$ cat config.mk
export PLATFORM = sky130hd
export DESIGN_NAME = alu_seq
export DESIGN_NICKNAME = d
export VERILOG_FILES = /design/src/rtl/alu_pkg.sv /design/src/rtl/alu_seq_iter_unit.sv /design/src/rtl/alu_seq.sv
export SDC_FILE = /design/constraint.sdc
export NUM_CORES = 1
export LEC_CHECK = 0
export ABC_AREA = 1
export CAP_MARGIN = 20
export CELL_PAD_IN_SITES_DETAIL_PLACEMENT = 1
export CELL_PAD_IN_SITES_GLOBAL_PLACEMENT = 1
export CORE_ASPECT_RATIO = 0.5
export CORE_MARGIN = 1.5
export CORE_UTILIZATION = 42
export DETAILED_ROUTE_END_ITERATION = 16
export DONT_BUFFER_PORTS = 1
export PLACE_DENSITY_LB_ADDON = 0.1
export SLEW_MARGIN = 20
export SYNTH_ARGS = -nofsm -noshare
export SYNTH_HDL_FRONTEND = slang
export SYNTH_SLANG_ARGS = --single-unit
$ cat constraint.sdc
create_clock -name clk -period 3.3 [get_ports clk]
set_input_delay 0.495 -clock clk [delete_from_list [all_inputs] [get_ports clk]]
set_output_delay 0.495 -clock clk [all_outputs]
set_load 0.01 [all_outputs]
$ cat src/rtl/alu_pkg.sv
// Shared definitions for the sequential ALU: op codes, flag bit positions and FSM states.
package alu_pkg;

  localparam logic [2:0] OP_ADD = 3'b000;
  localparam logic [2:0] OP_AND = 3'b001;
  localparam logic [2:0] OP_OR  = 3'b010;
  localparam logic [2:0] OP_XOR = 3'b011;
  localparam logic [2:0] OP_MUL = 3'b100;
  localparam logic [2:0] OP_DIV = 3'b101;
  localparam logic [2:0] OP_REM = 3'b110;
  localparam logic [2:0] OP_SH  = 3'b111;

  localparam int FLG_C = 0;
  localparam int FLG_L = 1;
  localparam int FLG_F = 2;
  localparam int FLG_Z = 3;
  localparam int FLG_N = 4;

  typedef enum logic [1:0] {
    ST_IDLE = 2'd0,
    ST_MUL  = 2'd1,
    ST_DIV  = 2'd2,
    ST_DONE = 2'd3
  } state_t;

endpackage

$ cat src/rtl/alu_seq_iter_unit.sv
// Shared iterative datapath: shift-add multiply or restoring divide, one bit per cycle.
// The hi/lo "next" outputs show the value after the current iteration, so the
// owner can capture the final answer on the same edge that done is high.
module alu_iter_unit #(
  parameter int WIDTH = 16,
  parameter int CNT_W = $clog2(WIDTH + 1)
) (
  input  logic             clk,
  input  logic             rst_n,
  input  logic             start,
  input  logic             mode_div,
  input  logic [WIDTH-1:0] a_in,
  input  logic [WIDTH-1:0] b_in,
  output logic             busy,
  output logic             done,
  output logic [WIDTH-1:0] hi_nxt,
  output logic [WIDTH-1:0] lo_nxt
);

  // mul: hi = partial product upper word, lo = multiplier shifting out / product low word
  // div: hi = partial remainder, lo = dividend shifting out / quotient shifting in
  logic [WIDTH-1:0] hi_q, lo_q, opd_q;
  logic             div_q;
  logic [CNT_W-1:0] cnt_q;

  logic [WIDTH:0]   mul_add;
  logic [WIDTH-1:0] mul_hi, mul_lo;
  logic [WIDTH:0]   div_sh, div_diff;
  logic             div_ge;
  logic [WIDTH-1:0] div_hi, div_lo;

  assign busy = (cnt_q != '0);
  assign done = (cnt_q == CNT_W'(1));

  // One iteration of each algorithm, evaluated from the current registers
  always_comb begin
    mul_add  = {1'b0, hi_q} + (lo_q[0] ? {1'b0, opd_q} : '0);
    mul_hi   = mul_add[WIDTH:1];
    mul_lo   = {mul_add[0], lo_q[WIDTH-1:1]};
    div_sh   = {hi_q, lo_q[WIDTH-1]};
    div_diff = div_sh - {1'b0, opd_q};
    div_ge   = (div_sh >= {1'b0, opd_q});
    div_hi   = div_ge ? div_diff[WIDTH-1:0] : div_sh[WIDTH-1:0];
    div_lo   = {lo_q[WIDTH-2:0], div_ge};
    hi_nxt   = div_q ? div_hi : mul_hi;
    lo_nxt   = div_q ? div_lo : mul_lo;
  end

  // Load operands on start, then step until the down-counter reaches zero
  always_ff @(posedge clk or negedge rst_n) begin
    if (!rst_n) begin
      hi_q  <= '0;
      lo_q  <= '0;
      opd_q <= '0;
      div_q <= 1'b0;
      cnt_q <= '0;
    end else if (start) begin
      hi_q  <= '0;
      lo_q  <= mode_div ? a_in : b_in;
      opd_q <= mode_div ? b_in : a_in;
      div_q <= mode_div;
      cnt_q <= CNT_W'(WIDTH);
    end else if (busy) begin
      hi_q  <= hi_nxt;
      lo_q  <= lo_nxt;
      cnt_q <= cnt_q - CNT_W'(1);
    end
  end

endmodule

$ cat src/rtl/alu_seq.sv
// Sequential ALU with valid/ready on both sides, iterative MUL/DIV/REM and compare flags.
//
//   state   | meaning
//   --------+---------------------------------------------------------
//   IDLE    | ready for an op; single-cycle ops complete on accept
//   MUL     | shift-add multiply running in the iterative unit
//   DIV     | restoring divide running in the iterative unit
//   DONE    | result valid, waiting for out_ready
module alu_seq #(
  parameter int WIDTH = 16,
  parameter int CNT_W = $clog2(WIDTH + 1)
) (
  input  logic             clk,
  input  logic             rst_n,
  input  logic             in_valid,
  output logic             in_ready,
  input  logic [WIDTH-1:0] reg1,
  input  logic [WIDTH-1:0] reg2,
  input  logic [3:0]       inst,
  input  logic             flag_write,
  output logic             out_valid,
  input  logic             out_ready,
  output logic [WIDTH-1:0] result,
  output logic [WIDTH-1:0] result_hi,
  output logic             div_zero,
  output logic [4:0]       flagreg
);

  import alu_pkg::*;

  localparam int SH_W = $clog2(WIDTH);

  state_t state, state_nxt;

  logic [WIDTH-1:0] a_q, b_q;
  logic [3:0]       inst_q;
  logic             fw_q;

  logic             idle;
  logic [WIDTH-1:0] fa, fb;
  logic [3:0]       fi;
  logic             ffw;
  logic [WIDTH:0]   sum;
  logic [4:0]       flags_c;
  logic             accept, div_op, start, cmpl;
  logic [WIDTH-1:0] res_lo_c, res_hi_c;
  logic             dz_c;

  logic             it_busy, it_done;
  logic [WIDTH-1:0] it_hi, it_lo;

  alu_iter_unit #(.WIDTH(WIDTH), .CNT_W(CNT_W)) u_iter (
    .clk      (clk),
    .rst_n    (rst_n),
    .start    (start),
    .mode_div (div_op),
    .a_in     (reg1),
    .b_in     (reg2),
    .busy     (it_busy),
    .done     (it_done),
    .hi_nxt   (it_hi),
    .lo_nxt   (it_lo)
  );

  assign idle      = (state == ST_IDLE);
  assign in_ready  = idle;
  assign out_valid = (state == ST_DONE);
  assign accept    = in_valid && idle;
  assign div_op    = (inst[2:0] == OP_DIV) || (inst[2:0] == OP_REM);
  assign start     = accept && ((inst[2:0] == OP_MUL) || (div_op && (reg2 != '0)));
  assign cmpl      = (state_nxt == ST_DONE) && (state != ST_DONE);

  // Live inputs on the accept cycle, captured copies while iterating
  always_comb begin
    fa  = idle ? reg1 : a_q;
    fb  = idle ? reg2 : b_q;
    fi  = idle ? inst : inst_q;
    ffw = idle ? flag_write : fw_q;
  end

  // Compare-style flags from the add/subtract of the operands, independent of the op
  always_comb begin
    flags_c        = '0;
    sum            = {1'b0, fa} + {1'b0, (fi[3] ? ~fb : fb)} + {{WIDTH{1'b0}}, fi[3]};
    flags_c[FLG_C] = sum[WIDTH];
    flags_c[FLG_L] = (fb < fa);
    flags_c[FLG_F] = (fa[WIDTH-1] != fb[WIDTH-1]) && (sum[WIDTH-1] != fb[WIDTH-1]);
    flags_c[FLG_Z] = (sum[WIDTH-1:0] == '0);
    flags_c[FLG_N] = sum[WIDTH-1];
  end

  // Next-state logic
  always_comb begin
    state_nxt = state;
    unique case (state)
      ST_IDLE: begin
        if (in_valid) begin
          if (inst[2:0] == OP_MUL)  state_nxt = ST_MUL;
          else if (div_op)          state_nxt = (reg2 == '0) ? ST_DONE : ST_DIV;
          else                      state_nxt = ST_DONE;
        end
      end
      ST_MUL, ST_DIV: begin
        if (it_done)       state_nxt = ST_DONE;
        else if (!it_busy) state_nxt = ST_IDLE;
      end
      ST_DONE: begin
        if (out_ready) state_nxt = ST_IDLE;
      end
      default: state_nxt = ST_IDLE;
    endcase
  end

  // Value to be registered on the completion edge
  always_comb begin
    res_lo_c = '0;
    res_hi_c = '0;
    dz_c     = 1'b0;
    unique case (state)
      ST_MUL: begin
        res_lo_c = it_lo;
        res_hi_c = it_hi;
      end
      ST_DIV: begin
        res_lo_c = (fi[2:0] == OP_DIV) ? it_lo : it_hi;
      end
      default: begin
        unique case (fi[2:0])
          OP_ADD:  res_lo_c = sum[WIDTH-1:0];
          OP_AND:  res_lo_c = fa & fb;
          OP_OR:   res_lo_c = fa | fb;
          OP_XOR:  res_lo_c = fa ^ fb;
          OP_DIV: begin
            res_lo_c = '1;
            dz_c     = 1'b1;
          end
          OP_REM: begin
            res_lo_c = fa;
            dz_c     = 1'b1;
          end
          OP_SH:   res_lo_c = fi[3] ? (fa >> fb[SH_W-1:0]) : (fa << fb[SH_W-1:0]);
          default: res_lo_c = '0;
        endcase
      end
    endcase
  end

  // State register
  always_ff @(posedge clk or negedge rst_n) begin
    if (!rst_n) state <= ST_IDLE;
    else        state <= state_nxt;
  end

  // Capture operands on accept so later input changes cannot disturb the op
  always_ff @(posedge clk or negedge rst_n) begin
    if (!rst_n) begin
      a_q    <= '0;
      b_q    <= '0;
      inst_q <= '0;
      fw_q   <= 1'b0;
    end else if (accept) begin
      a_q    <= reg1;
      b_q    <= reg2;
      inst_q <= inst;
      fw_q   <= flag_write;
    end
  end

  // Results and flags change only on the edge entering DONE
  always_ff @(posedge clk or negedge rst_n) begin
    if (!rst_n) begin
      result    <= '0;
      result_hi <= '0;
      div_zero  <= 1'b0;
      flagreg   <= '0;
    end else if (cmpl) begin
      result    <= res_lo_c;
      result_hi <= res_hi_c;
      div_zero  <= dz_c;
      if (ffw) flagreg <= flags_c;
    end
  end

endmodule

==> results.sh <==
export IMPL_outcome="finished with violations"
export IMPL_violations="negative hold slack"
export IMPL_final_max_slew_viol_count=0
export IMPL_ys_flop_type="dfrtp_1"
export IMPL_r2r_worst_path_cells=19
export IMPL_holdWs_ns=-0.2572
export IMPL_numCtsBuffers=17
export IMPL_dr_pass1_iters=7
export IMPL_drc=0
export IMPL_rsz0062_at_grt="yes"
export IMPL_first_global_vias=13825
export IMPL_synthToLayoutAreaGrowth_pct=13.13
export IMPL_yosysSeqAreaShare_pct=25.06
export IMPL_worst_setup_path_type="reg2reg"
export IMPL_fmax_mhz=313.2
export IMPL_final_cell_mix="669 x nand2_1, 277 x inv_1, 168 x nand3_1"
export IMPL_period_needed_ns=3.192
export IMPL_maxCapViolations=0
export IMPL_grt_max_degree=132
export IMPL_vias_per_cell=5.557
export IMPL_relSlewSlack_pct=49.96
export IMPL_path_cells="inv_2 > ha_4 > buf_4 > clkbuf_16 > o21ai_4 > buf_4 > nor2_2 > nor2_2 > ha_4 > a21oi_2 > o211ai_1 > buf_4 > nand4_1 > nand3_1 > nand2_1 > nand3_1 > nand2_1 > nand2_1 > a21oi_1"
export IMPL_postSynthCellCount=2046
export IMPL_port_buffers=0
export IMPL_ys_ff_latch=131
export IMPL_tightest_slew_ns=0.7498
export IMPL_cp_top_family="simple AND/OR/NAND/NOR gates"
export IMPL_gr_usage_met3_pct=3.919
export IMPL_layout_commonest_cell="nand2_1"
export IMPL_synthDistinctLibCells=56
export IMPL_cts_sinks=131
export IMPL_ys_warn_count=0
export IMPL_cts_tree="done"
export IMPL_hold_violations=131
export IMPL_htree_levels=4
export IMPL_fp_dieH_um=127.8
export IMPL_setup_viol=0
export IMPL_wl_um=52960
export IMPL_antenna_found_initial=1
export IMPL_async_flop_share_pct=100.0
export IMPL_slowest_stage="dfrtp_1"
export IMPL_fin_crit_sh_pct=96.74
export IMPL_core_area_sq_um=30460
export IMPL_grt_usage_pct=32.66
export IMPL_post_drt_wl_per_cell_um=21.00
export IMPL_clk_latency_ns=0.45
export IMPL_die_x_um=252.6
export IMPL_die_area_sq_um=32270
export IMPL_cp_required_ns=3.66
export IMPL_globalRoute_totalOverflow=0
export IMPL_dp_hpwl_um=40840
export IMPL_max_stage_delay_ns=0.36
export IMPL_start_util_pct=42.94
export IMPL_cts_root_buf="clkbuf_16"
export IMPL_vias=14015
export IMPL_gp_congestion=0.8975
export IMPL_num_rows=45
export IMPL_drive_above_1_share_pct=11.10
export IMPL_ioPinCount=81
export IMPL_min_path_type="in2async"
export IMPL_start_kind="register"
export IMPL_synth_area_sq_um=13080
export IMPL_rr_endpoint="result[14]"
export IMPL_ant_nets=0
export IMPL_clock_path_buffers=2
export IMPL_drt_iter0_drc=1067
export IMPL_critPathCaptureType="register"
export IMPL_avgSynthCellArea_sq_um=6.393
export IMPL_met1_usage_pct=45.80
export IMPL_antennaDiodeCount=0
export IMPL_final_util_pct=48.58
export IMPL_crit_arrival_ns=3.55
export IMPL_path_buf_inv=5
export IMPL_crit_fanout=7
export IMPL_busiest_layer="met2"
export IMPL_met2_usage_pct=53.33
export IMPL_syn_nets=2190
export IMPL_r2r_slack_ns=0.11
export IMPL_fin_skew_ns=0.01430
export IMPL_clk_pin_slew_worst_paths_ns=0.07
export IMPL_nets=2230
export IMPL_worst_path_stages=19
export IMPL_synth_edff_count=0
export IMPL_grt_pass1_wl_um=80330
export IMPL_timing_rr_start="state[1]"
[through the flow]
stage	hold WS, ns	worst slack [ns]	area (sq um)	TNS [ns]	cells
2_1_floorplan	0.1994	0.01366	13090	0	2046
3_3_place_gp	0.2020	0.1172	13830	0	2470
3_5_place_dp	0.2011	0.03708	13830	0	2470
4_1_cts	-0.2646	0.02530	14370	0	2502
5_1_grt	-0.2655	-0.08692	14800	-0.3809	2522
6_report	-0.2572	0.1076	14800	0	2522
[sequential cells by signal, indices dropped and copies added (netlist names), 2 cells and up]
register      count
flagreg           5
b_q              16
u_iter.lo_q      16
inst_q            4
result           16
state             2
a_q              16
u_iter.hi_q      16
u_iter.opd_q     16
result_hi        16
u_iter.cnt_q      5
[synthesized netlist by cell type, types with 25 or more instances]
library cell,n,area (sq um)
clkbuf_1,35,131.4
a21oi_1,84,420.4
buf_2,25,125.1
o21ai_0,145,725.7
nand2_1,677,2541
nand3_1,169,845.8
ha_1,100,1251
dfrtp_1,131,3278
inv_1,280,1051
nor2_1,92,345.3
o211ai_1,28,210.2
nand4_1,33,206.5
[layout make-up]
type	count	area [sq um]
timing repair buffer	96	823.3
clock buffer	20	446.7
multi-input combinational	1548	8518
fill	4105	15660
clock inverter	12	98.84
tap	423	529.3
inverter	292	1104
sequential	131	3278
[cell families (layout without fill, tap and decap cells)]
group | after synthesis | after routing | share of synthesized area, %
buffers and inverters | 368 | 420 | 11.65
XOR/XNOR | 32 | 32 | 2.143
flip-flops | 131 | 131 | 25.06
AO/OA/AOI/OAI | 368 | 368 | 17.10
AND/OR/NAND/NOR | 1043 | 1044 | 33.93
multiplexers | 1 | 1 | 0.08609
adder cells (fa/ha/maj) | 103 | 103 | 10.02
[worst max-delay path by stage]
stage,from,end,slack [ns]
detailed placement,state[0],flagreg[3],0.04
global route,state[1],result[14],-0.09
global placement,state[0],flagreg[3],0.12
finish,state[1],result[14],0.11
floorplan,state[0],result[10],0.01
CTS,state[0],result[15],0.03
[per-layer routing]
metal	part of all wire, %	up-vias	routed length, um
met3	5.1	60	2717
met5	0	-	0
met1	47	6866	24930
li1	-	6755	-
met2	46	334	24140
met4	2.2	0	1166
[timing repair]
| item | 4_1_cts | 5_1_grt |
|---|---|---|
| buffers inserted | 0 | 16 |
| resized for setup | 0 | 55 |
| endpoints found under the hold margin | 131 | 131 |
| endpoints found under the setup margin | 0 | 16 |
Power is left out: the tool's default activity adds up to more than one toggle a clock period on the data nets, which glitch-free logic cannot reach.
